--- src/rtl/spi_slave_link.sv ---
// spi_slave_link: SPI mode-0 slave byte engine, fully fclk-oversampled.
// Deserializes MOSI into rx strobes, serializes a tx byte stream on MISO.
module spi_slave_link #(
  parameter int          SYNC_STAGES = 2,
  parameter logic [7:0]  IDLE_BYTE   = 8'hFF
) (
  input  logic       fclk,
  input  logic       rst_n,
  input  logic       spics_n,
  input  logic       spick,
  input  logic       spido,
  output logic       spidi,
  output logic [7:0] rx_data,
  output logic       rx_stb,
  output logic       rx_first,
  input  logic [7:0] tx_data,
  input  logic       tx_wr,
  output logic       tx_need,
  output logic       tx_underrun,
  output logic       frame_end,
  output logic       busy
);

  logic [SYNC_STAGES-1:0] cs_sync;
  logic [SYNC_STAGES-1:0] ck_sync;
  logic [SYNC_STAGES-1:0] do_sync;
  logic cs_s, ck_s, do_s;
  logic cs_d, ck_d;

  logic [7:0] txsh;
  logic [7:0] rxsh;
  logic [7:0] tx_hold;
  logic       tx_valid;
  logic [2:0] bitcnt;
  logic       first_flag;
  logic       stb_pend;

  logic cs_fall, cs_rise, cs_act;
  logic ck_rise, ck_fall;
  logic do_load;
  logic [7:0] ld_byte;
  logic       ld_under;

  assign cs_s = cs_sync[SYNC_STAGES-1];
  assign ck_s = ck_sync[SYNC_STAGES-1];
  assign do_s = do_sync[SYNC_STAGES-1];

  // CS must be low in both compared samples, so a CS edge always
  // beats a coincident spick edge.
  assign cs_fall = cs_d & ~cs_s;
  assign cs_rise = ~cs_d & cs_s;
  assign cs_act  = ~cs_d & ~cs_s;
  assign ck_rise = cs_act & ck_s & ~ck_d;
  assign ck_fall = cs_act & ~ck_s & ck_d;
  assign do_load = cs_fall | (ck_fall & (bitcnt == 3'd0));

  assign spidi = busy ? txsh[7] : 1'b1;

  // Next shift-out byte: same-cycle write bypasses the holding register.
  always_comb begin
    ld_byte  = IDLE_BYTE;
    ld_under = 1'b1;
    if (tx_wr) begin
      ld_byte  = tx_data;
      ld_under = 1'b0;
    end else if (tx_valid) begin
      ld_byte  = tx_hold;
      ld_under = 1'b0;
    end
  end

  // Pin synchronizers plus one delayed sample for edge detection.
  always_ff @(posedge fclk or negedge rst_n) begin
    if (!rst_n) begin
      cs_sync <= '1;
      ck_sync <= '0;
      do_sync <= '0;
      cs_d    <= 1'b1;
      ck_d    <= 1'b0;
    end else begin
      cs_sync <= {cs_sync[SYNC_STAGES-2:0], spics_n};
      ck_sync <= {ck_sync[SYNC_STAGES-2:0], spick};
      do_sync <= {do_sync[SYNC_STAGES-2:0], spido};
      cs_d    <= cs_s;
      ck_d    <= ck_s;
    end
  end

  // Holding register: writes outside a load park the byte here.
  always_ff @(posedge fclk or negedge rst_n) begin
    if (!rst_n) begin
      tx_hold  <= 8'h00;
      tx_valid <= 1'b0;
    end else if (do_load) begin
      tx_valid <= 1'b0;
    end else if (tx_wr) begin
      tx_hold  <= tx_data;
      tx_valid <= 1'b1;
    end
  end

  // Frame / bit engine: shifters, bit counter and output pulses.
  always_ff @(posedge fclk or negedge rst_n) begin
    if (!rst_n) begin
      txsh        <= 8'h00;
      rxsh        <= 8'h00;
      bitcnt      <= 3'd0;
      rx_data     <= 8'h00;
      rx_first    <= 1'b0;
      rx_stb      <= 1'b0;
      stb_pend    <= 1'b0;
      first_flag  <= 1'b1;
      tx_need     <= 1'b0;
      tx_underrun <= 1'b0;
      frame_end   <= 1'b0;
      busy        <= 1'b0;
    end else begin
      rx_stb      <= stb_pend;
      stb_pend    <= 1'b0;
      tx_need     <= 1'b0;
      tx_underrun <= 1'b0;
      frame_end   <= 1'b0;
      busy        <= ~cs_s;
      if (do_load) begin
        txsh        <= ld_byte;
        tx_underrun <= ld_under;
        tx_need     <= 1'b1;
      end
      unique case (1'b1)
        cs_rise: begin
          frame_end <= 1'b1;
          bitcnt    <= 3'd0;
        end
        cs_fall: begin
          first_flag <= 1'b1;
          bitcnt     <= 3'd0;
        end
        ck_rise: begin
          rxsh   <= {rxsh[6:0], do_s};
          bitcnt <= bitcnt + 3'd1;
          if (bitcnt == 3'd7) begin
            rx_data    <= {rxsh[6:0], do_s};
            rx_first   <= first_flag;
            stb_pend   <= 1'b1;
            first_flag <= 1'b0;
          end
        end
        ck_fall: begin
          if (bitcnt != 3'd0)
            txsh <= {txsh[6:0], 1'b0};
        end
        default: ;
      endcase
    end
  end

endmodule

--- config.mk ---
export PLATFORM = sky130hd
export DESIGN_NAME = spi_slave_link
export DESIGN_NICKNAME = d
export VERILOG_FILES = /design/src/rtl/spi_slave_link.sv
export SDC_FILE = /design/constraint.sdc
export NUM_CORES = 1
export LEC_CHECK = 0
export CAP_MARGIN = 15
export CORE_MARGIN = 2
export CORE_UTILIZATION = 50
export CTS_BUF_LIST = sky130_fd_sc_hd__clkbuf_4
export DETAILED_ROUTE_END_ITERATION = 10
export PLACE_DENSITY = 0.73
export SLEW_MARGIN = 20
export SYNTH_ARGS = -nofsm -noshare
export SYNTH_HDL_FRONTEND = slang
export SYNTH_SLANG_ARGS = --single-unit
--- constraint.sdc ---
create_clock -name fclk -period 2.11 [get_ports fclk]
set_input_delay 0.422 -clock fclk [delete_from_list [all_inputs] [get_ports fclk]]
set_output_delay 0.422 -clock fclk [all_outputs]
set_load 0.02 [all_outputs]
==> run metrics, run 1 <==
status=completed; Netlist cell types=34; initial antenna violation count=0; Reg clk slew, reported paths=between 0.1 and 0.15 ns; Syn-to-layout area delta=18.1%; Comb pwr share=0.152; Worst Path Required=1.69 ns; CTS H-tree depth=2; via count=around 1,500; Top Ports=29; Post-synth EDFFs=0; initial core utilization=0.521; Antenna diodes=0; sequential share of the synthesized area=0.564; clk buf depth=2; routed len/inst=15.2 um; GRT overflow=0; hold crit path type=in2async; switching share of total power=0.261; Fmax=543 MHz; CP Buf/Inv Count=1; Horiz. Die Dim=just over 70 um; Final min period=1.84 ns; Internal Power=~1400 uW; P_sw=approximately 480 uW; row count=24; slowest CP cell=clkdlybuf4s50_1; PortBufs=28; Worst Setup Path Type=reg2out; unrepaired setup endpoints after global routing=false; Cell Chain, Critical Path=nand2b_1, clkdlybuf4s50_1; Root Driver=clkbuf_4; core area=4350 um^2; Worst-Skew Late Latency=between 0.3 and 0.4 ns; remaining antenna violation count=0; leading cell types in the layout, fill and taps excluded=dfrtp_1 (47), clkdlybuf4s50_1 (27), nand2_1 (24), mux2_4 (16), nand2b_1 (10); TritonCTS Sinks=just over 50; number of max-cap violations=0; Overall Global Routing Usage=0.175; register bit total from synthesis=between 50 and 60; die height=between 70 and 80 um; Post-Synthesis Cells=approximately 180; final number of setup-violating endpoints=0; Peak VDD IR=about 0.43 mV; critical path data arrival time=about 1.4 ns; Post-CTS Resized=0; Mapped Area=2270 um^2; ys async rst share=1.00; first-pass GRT wire length=roughly 6.8 mm; CP max stage delay=0.59 ns; Post-synth top flop=dfrtp_1; vias per inst=roughly 5.4; fill count=around 340; Setup TNS=0 ns; placed wire-length estimate=between 2 and 3 mm; Worst setup EP type=primary output; CTS tree=done; delay-heaviest family, CP=buffers and inverters; Setup Fix Bufs, Post-CTS=0; drt first pass iters=4; Inserted Clock Buffers=5; Total Power=1850 uW; Crit Path Max Fanout=2; relative slew slack=0.660; Clk pwr share=0.242; final hold vios=0; largest net degree at the start of global routing=52; area of the die=a little over 5000 um^2; final layout net count=approximately 240; Placer Congestion=between 0.7 and 0.8; max-slew violation count=0; Worst Setup Start Kind=register; sequential power share=0.606; Worst-Margin Slew=~0.51 ns; Lkg Pwr=around 0.0013 uW; Post-Route WL=about 4.1 mm; most common cell after layout, fill and taps aside=dfrtp_1; CTS Hold Buffers Added=0; Syn Area/Cell=12.3 um^2; DRT iter0 DRCs=between 100 and 150; pwr/cell area=between 600 and 700 nW/um^2; Tcrit/Tclk final=0.873; yosys warns=0; share of cells above drive strength 1=0.178; Syn Nets=slightly above 200; vias in the first global route=about 1,400; Layout Skew=around 0.0086 ns; DRC viols=0
## sequential cells by signal (all words and copies together), names as in the netlist
signal	count
frame_end	1
txsh	8
tx_valid	1
tx_underrun	1
tx_hold	8
rx_first	1
do_sync	2
cs_d	1
rx_data	8
rxsh	7
cs_sync	2
first_flag	1
ck_d	1
rx_stb	1
stb_pend	1
tx_need	1
busy	1
bitcnt	3
ck_sync	2
## power by group through the flow
stage,registers (uW),clock network [uW],logic [uW]
floorplan,1130,0,182
global placement,1140,0,270
detailed placement,1140,0,283
CTS,1120,461,286
global route,1130,503,311
finish,1120,449,282
## layout make-up
type,count,area [um^2],area share
Multi-Input combinational cell,122,930,0.347
Clock buffer,7,52.6,0.0196
Sequential cell,51,1280,0.478
Tap cell,52,65.1,0.0243
Timing Repair Buffer,34,333,0.124
Clock inverter,1,5.00,0.00187
Inverter,4,15.0,0.00560
## synthesized netlist by cell type, types with 2 or more instances
library cell	number	share of area
dfrtp_1	47	0.52
buf_2	2	0.0044
nor2_1	3	0.0050
a22oi_1	7	0.023
or3b_1	7	0.027
a31oi_1	7	0.019
nand2b_1	10	0.028
buf_6	2	0.0099
buf_1	2	0.0033
nand3b_1	3	0.0099
a21oi_1	8	0.018
nand3_1	7	0.015
ha_1	6	0.033
nand2_1	24	0.040
dfstp_2	4	0.046
inv_1	4	0.0066
nor2b_1	9	0.025
mux2_4	16	0.11
## logic make-up after synthesis
logic type | count (synthesis) | share of synthesized area
AND/OR/NAND/NOR | 70 | 0.180
buffers and inverters | 11 | 0.0259
AO/OA/AOI/OAI | 29 | 0.0854
flip-flops | 51 | 0.564
adder cells (fa/ha/maj) | 6 | 0.0331
multiplexers | 17 | 0.111
## routing by layer
layer / GRT usage / vias up / wire (um)
met4: 0.0503 / 0 / 38
met2: 0.262 / 43 / 1940
li1: - / 704 / -
met1: 0.247 / 714 / 1930
met5: 0 / - / 0
met3: 0.0563 / 4 / 215
## path summary, 6_finish.rpt
| path | depth (start not counted) | slack, ns | start | endpoint |
|---|---|---|---|---|
| worst min register to register | 0 | 0.37 | cs_sync[0] | cs_sync[1] |
| max in group asynchronous | 2 | 1.81 | rst_n | cs_d |
| worst max-delay path | 2 | 0.27 | busy | spidi |
| worst max register to register | 5 | 0.38 | cs_sync[1] | rx_data[0] |
| min in group fclk | 0 | 0.37 | cs_sync[0] | cs_sync[1] |
| worst min-delay path | 2 | 0.02 | rst_n | rx_data[2] |
## through the flow
step	setup WS [ns]	cell area [um^2]	cells	util	hold slack (ns)
final	0.267	2680	271	0.616	0.0173
after global routing	0.202	2680	271	0.616	0.00603
after CTS	0.235	2680	271	0.616	0.0211
after detailed placement	0.175	2620	263	0.603	0.343
after global placement	0.230	2620	263	0.603	0.332
after floorplan	0.405	2270	184	-	0.126
(Power assumes the default switching activity.)
==> inputs of run 2 (changes only) <==
- clock period: 2.11 -> 2.14 ns (I/O delays scaled with it)
==> run 2 against run 1 <==
  * Clock skew is 0.0037 ns higher
  * Sequential cell count stayed put
  * Global-route usage is 0.36 points higher
  * Largest cell class unchanged
  * Clock-buffer cell count is 1 lower
  * Sequential power hardly changed
  * Largest power group unchanged
  * Highest routed layer unchanged
  * Hold slack better by 0.0042 ns
  * Die area stayed put
  * Setup slack better by 0.011 ns
==> run metrics, run 2 (same netlist as run 1, synthesis figures left out) <==
status=completed; GRT overflow=0; routed len/inst=roughly 16 um; final number of setup-violating endpoints=0; Horiz. Die Dim=71.4 um; GR Util met3=0.0506; DRT iter0 DRCs=~120; Worst Setup Start Kind=register; area of the die=between 5000 and 6000 um^2; Worst-Margin Slew=0.541 ns; Overall Global Routing Usage=0.179; TritonCTS Sinks=51; placed wire-length estimate=2.90 mm; Cell Area, Placed=2610 um^2; relative slew slack=0.639; drt first pass iters=4; max-slew violation count=0; core area=4350 um^2; Reg clk slew, reported paths=between 0.1 and 0.15 ns; CTS tree=done; Inserted Clock Buffers=5; Layout Skew=~0.012 ns; Post-Route WL=4.19 mm; clk buf depth=2; Setup TNS=0 ns; critical path data arrival time=around 1.4 ns; PortBufs=28; initial antenna violation count=0; Worst-Skew Late Latency=roughly 0.37 ns; vias per inst=between 5 and 6; Peak VDD IR=between 0.4 and 0.5 mV; Root Driver=clkbuf_4; final layout net count=roughly 240; Worst setup EP type=primary output; CTS Hold Buffers Added=0; Syn-to-layout area delta=17.5%; remaining antenna violation count=0; largest net degree at the start of global routing=52; most common cell after layout, fill and taps aside=dfrtp_1; met1 Track Usage GR=0.261; Worst Setup Path Type=reg2out; die height=71.4 um; number of max-cap violations=0; unrepaired setup endpoints after global routing=false; Antenna diodes=0; row count=24; Lkg Pwr=0.00127 uW; GR Util met2=0.263; Placer Congestion=0.810; pwr/cell area=slightly below 700 nW/um^2; hold crit path type=in2async; most crowded layer after global routing=met2; DRC viols=0; vias in the first global route=about 1,500; final instance area=about 2700 um^2; Tcrit/Tclk final=0.870; Crit Path Max Fanout=2; CTS H-tree depth=2; final hold vios=0; Worst Path Required=about 1.7 ns; Post-CTS Resized=0; Fmax=around 540 MHz; initial core utilization=0.521; Final min period=between 1.5 and 2 ns; Top Ports=29; via count=1,480; top flop regs=rx_data: 8 flops, tx_hold: 8 flops, txsh: 8 flops; first-pass GRT wire length=7.15 mm; leading cell types in the layout, fill and taps excluded=dfrtp_1 (47), clkdlybuf4s50_1 (27), nand2_1 (24), mux2_4 (16), nand2b_1 (10); Setup Fix Bufs, Post-CTS=0; share of cells above drive strength 1=0.166; fill count=350
## run 2: cell types whose count changed in the layout (fill, tap and decap cells not counted), sizes merged
cell and change:
buf -2, clkbuf -1, clkinv +1
## run 2: per-layer routing
metal / part of all wire / wire length [um]
met1: 0.50 / 2070
met2: 0.46 / 1940
met3: 0.032 / 133
met4: 0.011 / 44
met5: 0 / 0
## run 2: worst paths after layout
kind                                 start         end  slack [ns]  cells past startpoint
worst max-delay path                  busy       spidi        0.28                      2
worst min-delay path                 rst_n     rxsh[0]        0.02                      2
worst max register to register  cs_sync[1]  tx_hold[6]        0.32                      5
worst min register to register  cs_sync[0]  cs_sync[1]        0.37                      0
max in group asynchronous            rst_n  cs_sync[0]        1.85                      2
min in group fclk               cs_sync[0]  cs_sync[1]        0.37                      0
## run 2: report_power, final
part	total (uW)	internal [uW]	switching (uW)
registers	1110	1050	57.8
logic	275	143	132
clock network	440	141	299
total	1820	1340	489
## run 2: area by class of cell
class                   instances  area, um^2  share of cell area
clock buffers                   6        45.0              0.0169
clock inverters                 2        12.5             0.00469
inverters                       4        15.0             0.00563
multi-input cells             122         930               0.349
flip-flops and latches         51        1280               0.481
well taps                      52        65.1              0.0244
repair buffers                 32         318               0.119
## run 2: metrics by stage
step | setup slack, ns | total power (uW) | cells | utilization | hold WS [ns]
global route | 0.182 | 1920 | 269 | 0.612 | 0.0189
detailed placement | 0.120 | 1400 | 261 | 0.599 | 0.336
global placement | 0.189 | 1380 | 261 | 0.599 | 0.332
CTS | 0.261 | 1840 | 269 | 0.612 | 0.0263
floorplan | 0.435 | 1290 | 184 | - | 0.132
finish | 0.279 | 1820 | 269 | 0.612 | 0.0215
## run 2: worst max-delay path, cell delays in order (launching register included)
cell and delay (ns):
dfrtp_1 0.40, nand2b_1 0.07, clkdlybuf4s50_1 0.59
